<file path="config.mk">
export PLATFORM = sky130hd
export DESIGN_NAME = ram_dump_tx_flat
export DESIGN_NICKNAME = d
export VERILOG_FILES = /design/src/rtl/ram_dump_tx_pkg.sv /design/src/rtl/ram_dump_tx_if.sv /design/src/rtl/ram_dump_tx_sample_serializer.sv /design/src/rtl/ram_dump_tx.sv /design/src/flat_wrapper.sv
export SDC_FILE = /design/constraint.sdc
export NUM_CORES = 1
export LEC_CHECK = 0
export CORE_ASPECT_RATIO = 1.25
export CORE_MARGIN = 10
export CORE_UTILIZATION = 51
export CTS_BUF_LIST = sky130_fd_sc_hd__clkbuf_16
export DETAILED_ROUTE_END_ITERATION = 10
export PLACE_DENSITY = 0.88
export SKIP_LAST_GASP = 1
export SYNTH_ARGS = -nofsm -noshare
export SYNTH_HDL_FRONTEND = slang
export SYNTH_SLANG_ARGS = --single-unit
</file>
<file path="constraint.sdc">
create_clock -name clk -period 4.6 [get_ports clk]
set_clock_uncertainty 0.2 [all_clocks]
set_input_delay 0.92 -clock clk [delete_from_list [all_inputs] [get_ports clk]]
set_output_delay 0.92 -clock clk [all_outputs]
set_load 0.01 [all_outputs]
</file>
<file path="src/rtl/ram_dump_tx_pkg.sv">
// -----------------------------------------------------------------------------
// la_pkg -- shared types and constants for the capture-RAM dump engine.
//
// Contents:
//   state_t    dump FSM state encoding (HEADER exists only when the optional
//              header is built in, macro RAM_DUMP_TX_HEADER_EN)
//   HDR_SYNC0  first sync byte of the optional dump header (0xA5)
//   HDR_SYNC1  second sync byte of the optional dump header (0x5A)
//   HDR_BYTES  number of header bytes (two sync bytes + 16-bit sample count)
// -----------------------------------------------------------------------------
package la_pkg;

    typedef enum logic [2:0] {
        IDLE,
        FETCH,
        SEND,
        DONE
`ifdef RAM_DUMP_TX_HEADER_EN
        ,
        HEADER
`endif
    } state_t;

    localparam logic [7:0] HDR_SYNC0 = 8'hA5;
    localparam logic [7:0] HDR_SYNC1 = 8'h5A;
    localparam int         HDR_BYTES = 4;

endpackage : la_pkg

</file>
<file path="src/rtl/ram_dump_tx_if.sv">
// -----------------------------------------------------------------------------
// ram_dump_tx_if -- capture-RAM read port plus the byte stream to the UART.
//
// Signals:
//   rd_addr        capture RAM read address (engine -> RAM)
//   rd_data        capture RAM read data, RD_LAT cycles after rd_addr
//   tx_data        byte to transmit (engine -> UART)
//   tx_data_valid  tx_data holds a valid byte
//   tx_data_ack    one-cycle accept pulse from the UART
//
// Byte handshake: a byte is transferred on every rising clk edge where
// tx_data_valid and tx_data_ack are both high. Once raised, tx_data_valid
// stays high and tx_data stays constant until that transfer (or an abort);
// tx_data_ack while tx_data_valid is low has no effect.
//
// Modports:
//   master  the dump engine
//   slave   the RAM / UART side
// -----------------------------------------------------------------------------
interface ram_dump_tx_if #(
    parameter int ADDR_W   = 10,
    parameter int SAMPLE_W = 8
);

    logic [ADDR_W-1:0]   rd_addr;
    logic [SAMPLE_W-1:0] rd_data;
    logic [7:0]          tx_data;
    logic                tx_data_valid;
    logic                tx_data_ack;

    modport master (
        output rd_addr,
        input  rd_data,
        output tx_data,
        output tx_data_valid,
        input  tx_data_ack
    );

    modport slave (
        input  rd_addr,
        output rd_data,
        input  tx_data,
        input  tx_data_valid,
        output tx_data_ack
    );

endinterface : ram_dump_tx_if

</file>
<file path="src/rtl/ram_dump_tx_sample_serializer.sv">
// -----------------------------------------------------------------------------
// ram_dump_tx_sample_serializer -- splits one SAMPLE_W word into bytes.
//
// A load captures the word and presents byte 0 with byte_valid high. Each
// accepted byte (ack while byte_valid) shifts the word right by 8 and presents
// the next byte; the ack of the last byte drops byte_valid. clear drops
// byte_valid at once (abort).
//
// Ports:
//   clk, rst_n   clock, asynchronous active-low reset
//   clear        abandon the current word
//   load         capture load_data and start presenting it
//   load_data    SAMPLE_W word to serialize
//   ack          byte accepted (only meaningful while byte_valid)
//   byte_out     current byte, LSB-first order
//   byte_valid   byte_out is valid
//   last_byte    byte_out is the final byte of the word
// -----------------------------------------------------------------------------
module ram_dump_tx_sample_serializer #(
    parameter int SAMPLE_W = 8
) (
    input  logic                clk,
    input  logic                rst_n,
    input  logic                clear,
    input  logic                load,
    input  logic [SAMPLE_W-1:0] load_data,
    input  logic                ack,
    output logic [7:0]          byte_out,
    output logic                byte_valid,
    output logic                last_byte
);

    localparam int BYTES_PER_SAMPLE = SAMPLE_W / 8;
    localparam int IDX_W = (BYTES_PER_SAMPLE > 1) ? $clog2(BYTES_PER_SAMPLE) : 1;
    localparam logic [IDX_W-1:0] LAST_IDX = IDX_W'(BYTES_PER_SAMPLE - 1);

    logic [SAMPLE_W-1:0] shift_reg;
    logic [SAMPLE_W-1:0] shift_next;
    logic [IDX_W-1:0]    byte_idx;
    logic                valid_q;

    // A single-byte word never shifts; avoid a zero-width slice in that case.
    if (SAMPLE_W > 8) begin : g_shift
        assign shift_next = {8'h00, shift_reg[SAMPLE_W-1:8]};
    end else begin : g_no_shift
        assign shift_next = '0;
    end

    always_ff @(posedge clk or negedge rst_n) begin
        if (!rst_n) begin
            shift_reg <= '0;
            byte_idx  <= '0;
            valid_q   <= 1'b0;
        end else if (clear) begin
            valid_q   <= 1'b0;
        end else if (load) begin
            shift_reg <= load_data;
            byte_idx  <= '0;
            valid_q   <= 1'b1;
        end else if (ack && valid_q) begin
            if (byte_idx == LAST_IDX) begin
                valid_q   <= 1'b0;
            end else begin
                shift_reg <= shift_next;
                byte_idx  <= byte_idx + IDX_W'(1);
            end
        end
    end

    assign byte_out   = shift_reg[7:0];
    assign byte_valid = valid_q;
    assign last_byte  = (byte_idx == LAST_IDX);

endmodule : ram_dump_tx_sample_serializer

</file>
<file path="src/rtl/ram_dump_tx.sv">
// -----------------------------------------------------------------------------
// ram_dump_tx -- capture-RAM dump engine.
//
// When grant_txd is high in IDLE, reads dump_len samples (0 = whole RAM)
// starting at start_addr, wrapping past the top address, and streams each
// sample LSB-first as bytes over the tx byte handshake. done_txd pulses for
// one cycle after the last byte; dropping grant_txd mid-dump aborts silently.
//
// Optional build macro RAM_DUMP_TX_HEADER_EN: the dump is preceded by a
// 4-byte header A5, 5A, sample count low byte, sample count high byte.
//
// Parameters:
//   ADDR_W    capture RAM address width, 2..15
//   SAMPLE_W  RAM word width, multiple of 8, at most 64
//   RD_LAT    RAM read latency rd_addr -> rd_data in cycles, 1..3
//
// Ports:
//   clk, rst_n   clock, asynchronous active-low reset
//   grant_txd    transmitter granted (level)
//   start_addr   first sample address, sampled on start
//   dump_len     sample count, 0 = 2^ADDR_W, sampled on start
//   bus          RAM read port and byte stream (master side)
//   done_txd     one-cycle completion pulse
//   busy         high whenever the FSM is not in IDLE
//   dbg_state    current FSM state for observation
// -----------------------------------------------------------------------------
module ram_dump_tx
    import la_pkg::*;
#(
    parameter int ADDR_W   = 10,
    parameter int SAMPLE_W = 8,
    parameter int RD_LAT   = 1
) (
    input  logic              clk,
    input  logic              rst_n,
    input  logic              grant_txd,
    input  logic [ADDR_W-1:0] start_addr,
    input  logic [ADDR_W:0]   dump_len,
    ram_dump_tx_if.master     bus,
    output logic              done_txd,
    output logic              busy,
    output state_t            dbg_state
);

    localparam int BYTES_PER_SAMPLE = SAMPLE_W / 8;
    // Sample count used when dump_len is 0: the whole RAM.
    localparam logic [ADDR_W:0] FULL_COUNT = {1'b1, {ADDR_W{1'b0}}};
    localparam logic [1:0]      LAT_LAST   = 2'(RD_LAT);

    state_t            state_q, state_d;
    logic [ADDR_W-1:0] rd_addr_q, rd_addr_d;
    logic [ADDR_W:0]   remaining_q, remaining_d;
    logic [1:0]        lat_cnt_q, lat_cnt_d;

    logic              ser_clear;
    logic              ser_load;
    logic              ser_ack;
    logic [7:0]        ser_byte;
    logic              ser_valid;
    logic              ser_last;

    logic              tx_valid;
    logic              ack_seen;

`ifdef RAM_DUMP_TX_HEADER_EN
    logic [1:0]        hdr_idx_q, hdr_idx_d;
    logic [15:0]       hdr_count;
    logic [7:0]        hdr_byte;
`endif

    // -------------------------------------------------------------------------
    // State register
    // -------------------------------------------------------------------------
    always_ff @(posedge clk or negedge rst_n) begin
        if (!rst_n) begin
            state_q     <= IDLE;
            rd_addr_q   <= '0;
            remaining_q <= '0;
            lat_cnt_q   <= '0;
`ifdef RAM_DUMP_TX_HEADER_EN
            hdr_idx_q   <= '0;
`endif
        end else begin
            state_q     <= state_d;
            rd_addr_q   <= rd_addr_d;
            remaining_q <= remaining_d;
            lat_cnt_q   <= lat_cnt_d;
`ifdef RAM_DUMP_TX_HEADER_EN
            hdr_idx_q   <= hdr_idx_d;
`endif
        end
    end

    // An ack only counts while a byte is actually offered.
    assign ack_seen = bus.tx_data_ack && tx_valid;

    // -------------------------------------------------------------------------
    // Next-state logic
    // -------------------------------------------------------------------------
    always_comb begin
        state_d     = state_q;
        rd_addr_d   = rd_addr_q;
        remaining_d = remaining_q;
        lat_cnt_d   = lat_cnt_q;
        ser_clear   = 1'b0;
        ser_load    = 1'b0;
        ser_ack     = 1'b0;
`ifdef RAM_DUMP_TX_HEADER_EN
        hdr_idx_d   = hdr_idx_q;
`endif

        case (state_q)
            IDLE: begin
                if (grant_txd) begin
                    rd_addr_d   = start_addr;
                    remaining_d = (dump_len == '0) ? FULL_COUNT : dump_len;
                    lat_cnt_d   = '0;
`ifdef RAM_DUMP_TX_HEADER_EN
                    hdr_idx_d   = '0;
                    state_d     = HEADER;
`else
                    state_d     = FETCH;
`endif
                end
            end

`ifdef RAM_DUMP_TX_HEADER_EN
            HEADER: begin
                if (!grant_txd) begin
                    state_d = IDLE;
                end else if (ack_seen) begin
                    if (hdr_idx_q == 2'(HDR_BYTES - 1)) begin
                        lat_cnt_d = '0;
                        state_d   = FETCH;
                    end else begin
                        hdr_idx_d = hdr_idx_q + 2'd1;
                    end
                end
            end
`endif

            // rd_addr has been stable since entry, so after RD_LAT edges the
            // RAM output reflects it; capture it one edge later.
            FETCH: begin
                if (!grant_txd) begin
                    state_d = IDLE;
                end else if (lat_cnt_q == LAT_LAST) begin
                    ser_load = 1'b1;
                    state_d  = SEND;
                end else begin
                    lat_cnt_d = lat_cnt_q + 2'd1;
                end
            end

            SEND: begin
                if (!grant_txd) begin
                    ser_clear = 1'b1;
                    state_d   = IDLE;
                end else if (ack_seen) begin
                    ser_ack = 1'b1;
                    if (ser_last) begin
                        remaining_d = remaining_q - (ADDR_W + 1)'(1);
                        if (remaining_q == (ADDR_W + 1)'(1)) begin
                            state_d = DONE;
                        end else begin
                            // Natural ADDR_W-bit overflow gives the wrap to 0.
                            rd_addr_d = rd_addr_q + ADDR_W'(1);
                            lat_cnt_d = '0;
                            state_d   = FETCH;
                        end
                    end
                end
            end

            DONE: begin
                state_d = IDLE;
            end

            default: begin
                state_d = IDLE;
            end
        endcase
    end

    // -------------------------------------------------------------------------
    // Byte serializer
    // -------------------------------------------------------------------------
    ram_dump_tx_sample_serializer #(
        .SAMPLE_W (SAMPLE_W)
    ) u_serializer (
        .clk        (clk),
        .rst_n      (rst_n),
        .clear      (ser_clear),
        .load       (ser_load),
        .load_data  (bus.rd_data),
        .ack        (ser_ack),
        .byte_out   (ser_byte),
        .byte_valid (ser_valid),
        .last_byte  (ser_last)
    );

    // -------------------------------------------------------------------------
    // Outputs
    // -------------------------------------------------------------------------
`ifdef RAM_DUMP_TX_HEADER_EN
    // While in HEADER, remaining_q still holds the full sample count.
    assign hdr_count = 16'(remaining_q);

    always_comb begin
        hdr_byte = HDR_SYNC0;
        case (hdr_idx_q)
            2'd0:    hdr_byte = HDR_SYNC0;
            2'd1:    hdr_byte = HDR_SYNC1;
            2'd2:    hdr_byte = hdr_count[7:0];
            default: hdr_byte = hdr_count[15:8];
        endcase
    end

    assign tx_valid    = ser_valid || (state_q == HEADER);
    assign bus.tx_data = (state_q == HEADER) ? hdr_byte : ser_byte;
`else
    assign tx_valid    = ser_valid;
    assign bus.tx_data = ser_byte;
`endif

    assign bus.tx_data_valid = tx_valid;
    assign bus.rd_addr       = rd_addr_q;
    assign done_txd          = (state_q == DONE);
    assign busy              = (state_q != IDLE);
    assign dbg_state         = state_q;

    // Byte count per dump depends only on remaining and BYTES_PER_SAMPLE; the
    // serializer owns the per-sample byte index.
    logic unused_bps;
    assign unused_bps = (BYTES_PER_SAMPLE == 0);

endmodule : ram_dump_tx

</file>
<file path="src/flat_wrapper.sv">
// flat-port wrapper written by rule: the top's interface ports become plain ports
module ram_dump_tx_flat import la_pkg::*;
#(
    parameter int ADDR_W   = 10,
    parameter int SAMPLE_W = 8,
    parameter int RD_LAT   = 1
)
  (clk, rst_n, grant_txd, start_addr, dump_len, done_txd, busy, dbg_state, bus_rd_addr, bus_rd_data, bus_tx_data, bus_tx_data_valid, bus_tx_data_ack);
  ram_dump_tx_if #(.ADDR_W(ADDR_W), .SAMPLE_W(SAMPLE_W)) bus_i ();
  input  logic clk;
  input  logic rst_n;
  input  logic grant_txd;
  input  logic [ADDR_W-1:0] start_addr;
  input  logic [ADDR_W:0] dump_len;
  output logic done_txd;
  output logic busy;
  output state_t dbg_state;
  output wire logic [$bits(bus_i.rd_addr)-1:0] bus_rd_addr;
  input wire logic [$bits(bus_i.rd_data)-1:0] bus_rd_data;
  output wire logic [$bits(bus_i.tx_data)-1:0] bus_tx_data;
  output wire logic [$bits(bus_i.tx_data_valid)-1:0] bus_tx_data_valid;
  input wire logic [$bits(bus_i.tx_data_ack)-1:0] bus_tx_data_ack;
  assign bus_rd_addr = bus_i.rd_addr;
  assign bus_i.rd_data = bus_rd_data;
  assign bus_tx_data = bus_i.tx_data;
  assign bus_tx_data_valid = bus_i.tx_data_valid;
  assign bus_i.tx_data_ack = bus_tx_data_ack;
  ram_dump_tx #(.ADDR_W(ADDR_W), .SAMPLE_W(SAMPLE_W), .RD_LAT(RD_LAT)) u_core (.clk(clk), .rst_n(rst_n), .grant_txd(grant_txd), .start_addr(start_addr), .dump_len(dump_len), .bus(bus_i), .done_txd(done_txd), .busy(busy), .dbg_state(dbg_state));
endmodule
</file>
==> summary.txt <==
Run status
  – Outcome: complete, no violations

Worst setup path
  – WP data required: 4560 ps
  – Critical path launch point: bus_tx_data_ack
  – Worst EP arrival: 3070 ps
  – Origin of the critical flop-to-flop path: u_core.dbg_state[1]
  – Worst setup SP type: primary input
  – Crit. End Element: flip-flop
  – CP max FO: 25
  – CP Class: in2reg

GRT
  – Global-route wire length before repair: around 9000 µm
  – Pin count of the biggest net entering global routing: 35
  – Number of global-route vias before repair: approximately 1900
  – Grt ovf: 0
  – Initial antenna violation count: 0
  – GRT Overall Usage: 0.171

Timing
  – Slew @ Worst Pin: ~900 ps
  – Min cycle time layout: 3100 ps
  – Crit share post-route: 0.675
  – Worst hold margin: about 290 ps
  – Upper clock frequency limit: approximately 320 MHz
  – Final Hold Viols: 0
  – Setup violators final: 0
  – Final setup TNS: 0 ps
  – Max transition margin: 0.401
  – Max-slew violation count: 0
  – Unrepaired setup endpoints after global routing: no

Clock tree
  – Clk sink count: 34
  – Post-CTS sizing: 0
  – Total CTS buffers: 5
  – CTS tree: done
  – Clock root buffer: clkbuf_16
  – Hold_buf cts: 0
  – Skew-Pair Late Insertion Delay: between 200 and 300 ps
  – CTS max path bufs: 2
  – Reg clk slew, reported paths: ~50 ps
  – H-Tree Depth: 2
  – Setup Fix Bufs, Post-CTS: 0

Logic synthesis
  – Mapped Cells: 203
  – Synthesized net count: 240
  – Yosys Warn Count: 0
  – Syn Area/Cell: a little under 10 µm²
  – Yosys top cell by area: dfrtp_1
  – Top cell type's share of synthesized area: 0.433
  – EDFF count, synth: 0
  – Synth Flop Type: dfrtp_1
  – Share of the yosys chip area belonging to registers: 0.433
  – Synth top area cells: dfrtp_1 (43%), mux2_2 (4.6%), o21ai_0 (3.8%), o22a_1 (3.6%), nor2_1 (3.2%)
  – Asr flop ratio synth: 1.00
  – Synth cell types: 48
  – Mapped Area: around 2000 µm²
  – Synthesized flop and latch total: 34

Route
  – Initial DRC count: about 190
  – Average vias per placed instance: approximately 6
  – Routed wire per std cell: 18.0 µm
  – Antenna viol nets, final: 0
  – DRT Pass-1 Iters: 4
  – DRC viols: 0
  – Routed WL: 5310 µm
  – Via count: around 1800

Place
  – RD Place Congestion: slightly below 0.9
  – Detailed placer's ending HPWL: ~3900 µm
  – Cells after DPL: approximately 290
  – Number of port buffers: between 50 and 60

Power
  – Sw Pwr: 0.611 mW
  – PD cells: 621 nW/µm²
  – Combinational group share of total power: 0.438
  – Pleak: between 1 and 1.5 nW
  – Switch share: 0.370
  – Worst vdd ir: around 0.00040 V
  – Sequential power share: 0.368
  – Clock Power Share: 0.194
  – Cell-internal power: about 1.0 mW

Finish
  – Area Growth Syn to Fin: 35.3%
  – Sequential Area: 851 µm²
  – Share of layout cells above drive strength 1: 0.122
  – Area of the multi-input gates: 1030 µm²
  – Filler cell count: just under 300
  – Net count, final: 291
  – Layout Cells excl Fill: roughly 300
  – # diodes: 0

Worst hold path
  – Hold Path Class: reg2reg
  – Hold path start: u_core.lat_cnt_q[0]

Run
  – Number of max-cap violations: 0

Floorplanning
  – Cell row count: 25
  – Initial Util: 0.523
  – CORE AREA: between 3000 and 4000 µm²
  – Chip Height: 89.4 µm
  – Die ar.: 6750 µm²
  – Die width: 75.5 µm
  – # IOs: between 50 and 60
## cell usage in the layout, fill, tap and decap left out, drive strengths merged, types with 4 or more instances in the layout
cell / n
a21oi: 10
nand2: 12
dfrtp: 34
clkdlybuf4s50: 55
ha: 4
a2bb2oi: 7
o22a: 8
mux2: 8
nor3: 11
nor2: 18
a31oi: 6
nand3: 5
o21ai: 15
clkbuf: 5
o2bb2ai: 4
nor4: 5
## power by group through the flow
stage / Combinational [mW] / Sequential, mW / Clock, mW
floorplan: 0.395 / 0.604 / 0
detailed placement: 0.727 / 0.608 / 0
CTS: 0.734 / 0.605 / 0.324
finish: 0.723 / 0.608 / 0.320
global route: 0.800 / 0.631 / 0.340
global placement: 0.708 / 0.595 / 0
## registers in the layout, summed over array words and instances, names as in the netlist
| register | count |
|---|---|
| u_core.u_serializer.byte_valid | 1 |
| u_core.dbg_state | 2 |
| u_core.bus.rd_addr | 10 |
| u_core.u_serializer.byte_out | 8 |
| u_core.lat_cnt_q | 2 |
| u_core.remaining_q | 11 |
## cells by family (layout without fill, tap and decap cells)
logic type / after synthesis / count (layout) / synth area share
AOI/OAI and AO/OA: 66 / 66 / 0.238
adders and majority gates: 4 / 4 / 0.0255
buffers and inverters: 17 / 69 / 0.0420
DFF: 34 / 34 / 0.433
muxes: 10 / 10 / 0.0561
other: 1 / 1 / 0.00191
and+or+nand+nor: 71 / 71 / 0.204
## Yosys cell counts, drive strengths merged (4+ instances only)
| cell | n |
|---|---|
| dfrtp | 34 |
| nor2 | 18 |
| o21ai | 15 |
| nand2 | 12 |
| nor3 | 11 |
| a21oi | 10 |
| buf | 8 |
| mux2 | 8 |
| o22a | 8 |
| a2bb2oi | 7 |
| a31oi | 6 |
| clkbuf | 6 |
| nand3 | 5 |
| nor4 | 5 |
| ha | 4 |
| o2bb2ai | 4 |
## final cells by class
| type | instances | share of cell area |
|---|---|---|
| flip-flops and latches | 34 | 0.320 |
| multi-input cells | 152 | 0.388 |
| well taps | 40 | 0.0188 |
| clock buffers | 5 | 0.0471 |
| inverters | 3 | 0.00424 |
| repair buffers | 58 | 0.216 |
| clock inverters | 3 | 0.00612 |
## critical path, stage by stage
cell,delay (ps)
clkdlybuf4s50_1,500
a21bo_2,140
nand3b_1,600
or2_2,590
a211o_1,310
## routing by layer
layer  wire [µm]  vias to the layer above  share of wire  GRT usage
met1        2040                      875           0.38      0.189
li1            -                      866              -          -
met4          91                        0          0.017     0.0626
met5           0                        -              0          0
met3         418                        8          0.079     0.0678
met2        2750                       57           0.52      0.289
## per-stage QoR
| stage | setup slack [ps] | power [mW] | utilization | cell area [µm²] |
|---|---|---|---|---|
| CTS | 1510 | 1.66 | 0.708 | 2660 |
| finish | 1500 | 1.65 | 0.708 | 2660 |
| global route | 1350 | 1.77 | 0.708 | 2660 |
| detailed placement | 1230 | 1.33 | 0.670 | 2520 |
| floorplan | 2420 | 0.998 | - | 1960 |
| global placement | 1320 | 1.30 | 0.670 | 2520 |
## path summary, 6_finish.rpt
path | to | slack, ps | cells after the start
setup / recovery | u_core.bus.rd_addr[0] | 1500 | 5
hold / removal | u_core.lat_cnt_q[0] | 290 | 1
setup reg to reg | u_core.bus.rd_addr[0] | 1950 | 4
hold reg to reg | u_core.lat_cnt_q[0] | 290 | 1
max in group asynchronous | u_core.bus.rd_addr[5] | 3040 | 2
min in group asynchronous | u_core.remaining_q[9] | 850 | 2
Power figures use the tool's default switching activity.
